<file path="src/rtl/wb_ctrl.sv">
// wb_ctrl: integer write-back controller with a one-entry long-latency buffer and a pending-rd scoreboard
//   clk_i/rst_i            clock, asynchronous active-high reset
//   ex_reg_wr_*_i          single-cycle execute GPR result (always wins the write port)
//   ex_csr_wr_*_i          execute CSR write, registered straight through
//   lu_issue_i/rd_i        long-latency op issue, marks rd pending
//   lu_valid_i/rd_i/data_i long-latency result, lu_ready_o when the buffer is empty
//   reg1/reg2/rd_*_i       decode operands checked against the scoreboard, stall_o
//   wb_reg_wr_*_o          registered GPR write port
//   wb_csr_wr_*_o          registered CSR write port
module wb_ctrl #(
  parameter int CPU_WIDTH      = 32,
  parameter int REG_ADDR_WIDTH = 5,
  parameter int CSR_ADDR_WIDTH = 12
) (
  input  logic                      clk_i,
  input  logic                      rst_i,
  input  logic                      ex_reg_wr_en_i,
  input  logic [REG_ADDR_WIDTH-1:0] ex_reg_wr_adder_i,
  input  logic [CPU_WIDTH-1:0]      ex_reg_wr_data_i,
  input  logic                      ex_csr_wr_en_i,
  input  logic [CSR_ADDR_WIDTH-1:0] ex_csr_wr_adder_i,
  input  logic [CPU_WIDTH-1:0]      ex_csr_wr_data_i,
  input  logic                      lu_issue_i,
  input  logic [REG_ADDR_WIDTH-1:0] lu_issue_rd_i,
  input  logic                      lu_valid_i,
  output logic                      lu_ready_o,
  input  logic [REG_ADDR_WIDTH-1:0] lu_rd_i,
  input  logic [CPU_WIDTH-1:0]      lu_data_i,
  input  logic [REG_ADDR_WIDTH-1:0] reg1_rd_adder_i,
  input  logic [REG_ADDR_WIDTH-1:0] reg2_rd_adder_i,
  input  logic                      rd_wr_en_i,
  input  logic [REG_ADDR_WIDTH-1:0] rd_adder_i,
  output logic                      stall_o,
  output logic                      wb_reg_wr_en_o,
  output logic [REG_ADDR_WIDTH-1:0] wb_reg_wr_adder_o,
  output logic [CPU_WIDTH-1:0]      wb_reg_wr_data_o,
  output logic                      wb_csr_wr_en_o,
  output logic [CSR_ADDR_WIDTH-1:0] wb_csr_wr_adder_o,
  output logic [CPU_WIDTH-1:0]      wb_csr_wr_data_o
);
  localparam int DEPTH = 1 << REG_ADDR_WIDTH;
  logic                      buf_vld_q, buf_vld_d;
  logic [REG_ADDR_WIDTH-1:0] buf_rd_q, buf_rd_d;
  logic [CPU_WIDTH-1:0]      buf_data_q, buf_data_d;
  logic [DEPTH-1:0]          pending_q, pending_d;
  logic                      reg_en_q, reg_en_d;
  logic [REG_ADDR_WIDTH-1:0] reg_adder_q, reg_adder_d;
  logic [CPU_WIDTH-1:0]      reg_data_q, reg_data_d;
  logic                      csr_en_q;
  logic [CSR_ADDR_WIDTH-1:0] csr_adder_q;
  logic [CPU_WIDTH-1:0]      csr_data_q;
  logic                      ex_win, drain, accept;
  assign lu_ready_o = !buf_vld_q;
  assign ex_win     = ex_reg_wr_en_i && |ex_reg_wr_adder_i;
  assign drain      = !ex_win && buf_vld_q;
  // rd = 0 results are acknowledged but never occupy the buffer
  assign accept     = lu_valid_i && lu_ready_o && |lu_rd_i;
  assign stall_o    = pending_q[reg1_rd_adder_i] | pending_q[reg2_rd_adder_i] |
                      (rd_wr_en_i & pending_q[rd_adder_i]);
  always_comb begin
    buf_vld_d   = accept | (buf_vld_q & !drain);
    buf_rd_d    = accept ? lu_rd_i : buf_rd_q;
    buf_data_d  = accept ? lu_data_i : buf_data_q;
    reg_en_d    = ex_win | drain;
    reg_adder_d = ex_win ? ex_reg_wr_adder_i : drain ? buf_rd_q : reg_adder_q;
    reg_data_d  = ex_win ? ex_reg_wr_data_i : drain ? buf_data_q : reg_data_q;
    pending_d   = pending_q;
    // clear before set so a same-index issue in the drain cycle keeps the bit
    if (drain) pending_d[buf_rd_q] = 1'b0;
    if (lu_issue_i) pending_d[lu_issue_rd_i] = 1'b1;
    pending_d[0] = 1'b0;
  end
  always_ff @(posedge clk_i or posedge rst_i) begin
    if (rst_i) begin
      buf_vld_q   <= 1'b0;
      buf_rd_q    <= '0;
      buf_data_q  <= '0;
      pending_q   <= '0;
      reg_en_q    <= 1'b0;
      reg_adder_q <= '0;
      reg_data_q  <= '0;
      csr_en_q    <= 1'b0;
      csr_adder_q <= '0;
      csr_data_q  <= '0;
    end else begin
      buf_vld_q   <= buf_vld_d;
      buf_rd_q    <= buf_rd_d;
      buf_data_q  <= buf_data_d;
      pending_q   <= pending_d;
      reg_en_q    <= reg_en_d;
      reg_adder_q <= reg_adder_d;
      reg_data_q  <= reg_data_d;
      csr_en_q    <= ex_csr_wr_en_i;
      csr_adder_q <= ex_csr_wr_adder_i;
      csr_data_q  <= ex_csr_wr_data_i;
    end
  end
  assign wb_reg_wr_en_o    = reg_en_q;
  assign wb_reg_wr_adder_o = reg_adder_q;
  assign wb_reg_wr_data_o  = reg_data_q;
  assign wb_csr_wr_en_o    = csr_en_q;
  assign wb_csr_wr_adder_o = csr_adder_q;
  assign wb_csr_wr_data_o  = csr_data_q;
endmodule

</file>
<file path="config.mk">
export PLATFORM = sky130hd
export DESIGN_NAME = wb_ctrl
export DESIGN_NICKNAME = d
export VERILOG_FILES = /design/src/rtl/wb_ctrl.sv
export SDC_FILE = /design/constraint.sdc
export NUM_CORES = 1
export LEC_CHECK = 0
export BUFFER_PORTS_ARGS = -buffer_cell sky130_fd_sc_hd__buf_2
export CORE_ASPECT_RATIO = 1.4
export CORE_UTILIZATION = 53
export DETAILED_ROUTE_END_ITERATION = 10
export PLACE_DENSITY = 0.86
export SLEW_MARGIN = 20
export SYNTH_ARGS = -nofsm -noshare
export SYNTH_HDL_FRONTEND = slang
export SYNTH_SLANG_ARGS = --single-unit
</file>
<file path="constraint.sdc">
create_clock -name clk_i -period 12.5 [get_ports clk_i]
set_clock_uncertainty 0.1 [all_clocks]
set_input_delay 0 -clock clk_i [delete_from_list [all_inputs] [get_ports clk_i]]
set_output_delay 0 -clock clk_i [all_outputs]
set_load 0.05 [all_outputs]
</file>
### After elaboration in Yosys (flattened, before gate mapping)

Index checks and enable logic that the tools add are counted.

* register bits: 152
* input bits: 145
* output and inout port bits: 85
* logic and storage cells: 54

* order comparisons: 7
* mux-type cells: 16
* bitwise operators: 9
* reductions and logical operators: 12

Operator list (number)
* 32-bit 2-to-1 mux: 4
* 32-bit AND: 1
* 32-bit inverter: 1
* 32-bit OR: 1
* 5-bit by 6-bit less-than comparator with 1-bit output (second input constant): 5
* 1-bit binary-select mux with 5-bit select: 3
* 1-bit demux with 5-bit select: 2
* 5-bit by 1-bit >= comparator with 1-bit output (second input constant): 2
* 5-bit 2-to-1 mux: 2
* 5-bit OR reduction: 2
* 1-bit logical AND: 6
* 1-bit 2-to-1 mux: 5
* 1-bit OR: 4
* 1-bit zero test: 3
* 1-bit AND: 2
* 2-bit nonzero test: 1

### Longest topological paths before layout

* depth in word-level cells: 9
* mapped depth: 7
* gate-level depth less buffers: 5

### Worst setup path before layout

Ideal clock, no wire load.

* kind: reg-to-output
* start: register pending_q[15]
* end: output stall_o
* data arrival time: 1.817 ns
* data required time: 12.400 ns
* path slack: 10.583 ns
* cell stages (with the launch flop): 5
* buffers on the path: 0
* path through: dfrtp_1 -> mux4_2 -> mux4_2 -> o21ai_0 -> o211ai_1

* word-level cells in the longest chain between the ends: 4
* elaborated cells between the ends (all ways): 9
* classes of those cells: mux: 6; bitwise: 3

RTL lines
* start, declared: line 45 `logic [DEPTH-1:0] pending_q, pending_d;`
* start signal, assigned: line 89 `pending_q <= pending_d;`
* 1-bit binary-select mux with 5-bit select (on tied branches): line 58, 59
* 1-bit 2-to-1 mux (on tied branches): line 58, 59
* 1-bit OR / 1-bit AND (equally long branches): line 58, 59
* 1-bit OR (*): line 58 `assign stall_o = pending_q[reg1_rd_adder_i] | pending_q[reg2_rd_adder_i] |`
* end, declared: line 33 `output logic stall_o,`

Mark *: on every way between the ends. The rest lies on a longest branch, timed or not. The select of a mux whose other input is x is not followed.

### Final worst setup path

* start: register buf_vld_q
* end: register pending_q[8]

* word-level cells in the longest chain between the ends: 4

RTL lines
* start, declared: line 42 `logic buf_vld_q, buf_vld_d;`
* start signal, assigned: line 86 `buf_vld_q <= buf_vld_d;`
* 1-bit logical AND (*): line 55 `assign drain = !ex_win && buf_vld_q;`
* 32-bit 2-to-1 mux (*): line 69 `if (drain) pending_d[buf_rd_q] = 1'b0;`
* 32-bit OR (no line)
* 32-bit 2-to-1 mux (*): line 70 `if (lu_issue_i) pending_d[lu_issue_rd_i] = 1'b1;`
* via pending_d[8]: line 45

Mark *: on every way through the listed nets, which the timed path passes. The rest lies on a longest branch.
A chain may end at the register's enable or synchronous reset.

==> parameters.txt <==
Parameter                              Value

Route
  DRC    0
  Pre-antenna DRT Iters    5
  Iteration-0 DRC Markers    785
  Via count    6367
  Routed WL per cell    25.7 um
  Per-cell via count in the routed design    6.35
  Remaining number of nets flagged by the antenna check after routing    0
  DRT Wirelength    25800 um

Layout
  Layout cells sized above 1    38.6%
  Sequential cell area in the final layout    3810 um^2
  Final core occ    83.1%
  Layout Nets    990
  Layout overhead on the synthesized area    50.8%
  Diode insertion count for antenna repair    0
  Final std cell area, no fill    9570 um^2
  Area occupied by multi-input gates    2420 um^2
  FILL cells    506

Placed design
  Detail Placement HPWL    12200 um
  Setup WS pre-CTS    9.85 ns
  Placed Area    7590 um^2
  Gp weighted congestion    0.877
  Count of input and output buffers    229

Clock tree
  Buffer type at the clock tree root    sky130_fd_sc_hd__clkbuf_16
  CTS clk-pin slew, worst paths    0.06 ns
  Buffers from clock root to sink, at most    2
  Clock buffer count from CTS    17
  Number of levels the H-tree was split into    4
  Setup bufs post-CTS    0
  CTS tree    yes
  Clock latency on the worst-skew pair    0.44 ns
  Total number of clock tree sinks    152

Yosys
  Fraction of the yosys area taken by sequential cells    59.9%
  Async set or reset register ratio after synthesis    100%
  Most instantiated cells after synthesis    sky130_fd_sc_hd__dfrtp_1, sky130_fd_sc_hd__o21ai_0, sky130_fd_sc_hd__mux2i_1
  Synth warn    0
  Number of enable-type register cells in the synthesized netlist    0
  Synth area leader    sky130_fd_sc_hd__dfrtp_1
  Unique cell type count in the Yosys netlist    31
  Number of register bits inferred by synthesis    152
  Cells after synthesis    486
  Netlist Area Pre-Place    6340 um^2
  Synthesized netlist net count    631
  Most common cell in the synthesized netlist    sky130_fd_sc_hd__dfrtp_1
  Post-Syn Area per Cell    13.1 um^2
  Synth top area share    59.9%
  Most common flop cell mapped by yosys    sky130_fd_sc_hd__dfrtp_1
  Cell types with the largest area share after synthesis    sky130_fd_sc_hd__dfrtp_1, sky130_fd_sc_hd__mux4_2, sky130_fd_sc_hd__mux2i_1, sky130_fd_sc_hd__mux2_2, sky130_fd_sc_hd__o21ai_0

Hold path
  Hold WC Path Type    primary input to flip-flop

Timing
  Setup TNS    0 ns
  Max-slew violation total from the final report    0
  Count of endpoints failing hold in the final timing report    0
  Worst setup slack after layout    9.71 ns
  Actual slew at the worst max-slew pin    0.795 ns
  Maximum achievable frequency    358 MHz
  Final Cycle Share    22.3%
  Setup repair after global routing missed its margin    false
  Headroom to the max-slew limit    47.0%
  Minimum clock period    2.79 ns
  Final count of negative-setup-slack endpoints    0

Global route
  Global-route wire length before repair    39700 um
  Number of global-route vias before repair    6852
  Initial antenna violation count    0
  Total routing usage reported by global routing    44.1%
  Total gr overflow    0
  Largest net degree at the start of global routing    91

Pwr
  Pwr per Cell Area    178 nW/um^2
  Overall power of the completed layout    1.70 mW
  Leakage power summed over all cells    4.40 nW
  Largest voltage drop on the vdd net    0.128 mV

Critical path
  Worst Setup End Kind    flip-flop
  Crit path DAT    3.00 ns
  Highest net fanout along the worst path    42
  Critical Path RT    12.71 ns
  Sort of element at the start of the critical path    flip-flop
  Type of the setup path with the least slack    flip-flop to flip-flop

Run
  Max-cap viol count    0

Floorplan
  Full die area    12400 um^2
  Count of standard-cell rows    46
  Die Y-Extent    131 um
  X dimension of the die    94.5 um
  Initial Util    55.1%
  Core Region    11500 um^2
  Number of top-level pins    230

Outcome
  Result of the run    complete, no violations
-- registers in the layout, indices dropped and copies added (netlist names) --
name,flops
buf_data_q,32
wb_csr_wr_data_o,32
wb_reg_wr_data_o,32
pending_q,31
wb_csr_wr_adder_o,12
buf_rd_q,5
wb_reg_wr_adder_o,5
buf_vld_q,1
wb_csr_wr_en_o,1
wb_reg_wr_en_o,1
-- what timing repair did --
item / 4_1_cts / 5_1_grt
endpoints found under the hold margin: 239 / 0
setup endpoints to repair: 0 / 0
hold buffers: 135 / 0
gates resized for setup: 0 / 0
-- per-stage QoR --
step / hold WS (ns) / cells
5_1_grt: 0.109 / 1002
6_report: 0.0948 / 1002
2_1_floorplan: -0.0686 / 486
4_1_cts: 0.0532 / 1001
3_3_place_gp: 0.00741 / 834
3_5_place_dp: 0.00930 / 834
-- where the power goes --
| part | switching [mW] | leakage, nW | internal (mW) | total (mW) |
|---|---|---|---|---|
| clock | 0.227 | 0.287 | 0.316 | 0.543 |
| sequential | 0.106 | 1.76 | 0.586 | 0.692 |
| combinational | 0.273 | 2.35 | 0.195 | 0.468 |
| total | 0.607 | 4.40 | 1.10 | 1.70 |
-- routing by layer --
metal | global-route usage, % | part of all wire, % | up-vias
met5 | 0 | 0 | -
met4 | 24.3 | 7.6 | 0
met3 | 13.0 | 10 | 182
met2 | 70.8 | 49 | 612
met1 | 52.5 | 33 | 3090
li1 | - | - | 2483
-- path summary, 6_finish.rpt --
path	from	to	slack, ns	cells after the start
max	buf_vld_q	pending_q[8]	9.71	5
min	lu_valid_i	buf_rd_q[2]	0.09	3
max reg2reg	buf_vld_q	pending_q[8]	9.71	5
min reg2reg	buf_data_q[9]	buf_data_q[9]	0.42	1
max in group asynchronous	rst_i	wb_csr_wr_data_o[19]	10.81	4
min in group asynchronous	rst_i	buf_data_q[28]	0.19	3
-- worst max-delay path: stages, from the launching register on --
cell and delay, ns:
sky130_fd_sc_hd__dfrtp_4 0.90, sky130_fd_sc_hd__inv_1 0.23, sky130_fd_sc_hd__or4b_4 0.61, sky130_fd_sc_hd__o21ai_1 0.16
sky130_fd_sc_hd__o21ai_1 0.08, sky130_fd_sc_hd__dlygate4sd3_1 0.57
-- cells in the final DEF, fill, tap and decap left out, types with 4 or more instances in the layout --
cell,Yosys,layout
sky130_fd_sc_hd__mux4_2,22,22
sky130_fd_sc_hd__mux2i_1,47,47
sky130_fd_sc_hd__dfrtp_1,152,151
sky130_fd_sc_hd__nand3_1,4,4
sky130_fd_sc_hd__dlygate4sd3_1,0,135
sky130_fd_sc_hd__mux2_2,36,36
sky130_fd_sc_hd__nand2_1,19,19
sky130_fd_sc_hd__a21oi_1,36,36
sky130_fd_sc_hd__clkbuf_16,0,17
sky130_fd_sc_hd__buf_2,11,229
sky130_fd_sc_hd__nand3b_1,9,9
sky130_fd_sc_hd__o21ai_0,51,51
sky130_fd_sc_hd__or3b_2,4,4
sky130_fd_sc_hd__inv_6,0,4
sky130_fd_sc_hd__nor2_1,38,38
sky130_fd_sc_hd__o21ai_1,15,14
-- cell type report --
cell class / count / area share [%]
sequential: 152 / 39.8
timing repair buffer: 367 / 26.5
multi-input combinational: 303 / 25.3
clock buffer: 18 / 4.48
tap: 144 / 1.88
clock inverter: 14 / 1.79
inverter: 4 / 0.209
-- cell families (layout without fill, tap and decap cells) --
kind of cell    count (synthesis)  after routing  share of synthesized area, %
flops                         152            152                          59.9
buf+inv                        31            403                          2.05
mux                           105            105                          21.6
simple gates                   86             86                          6.86
compound gates                112            112                          9.52
(Power assumes the default switching activity.)
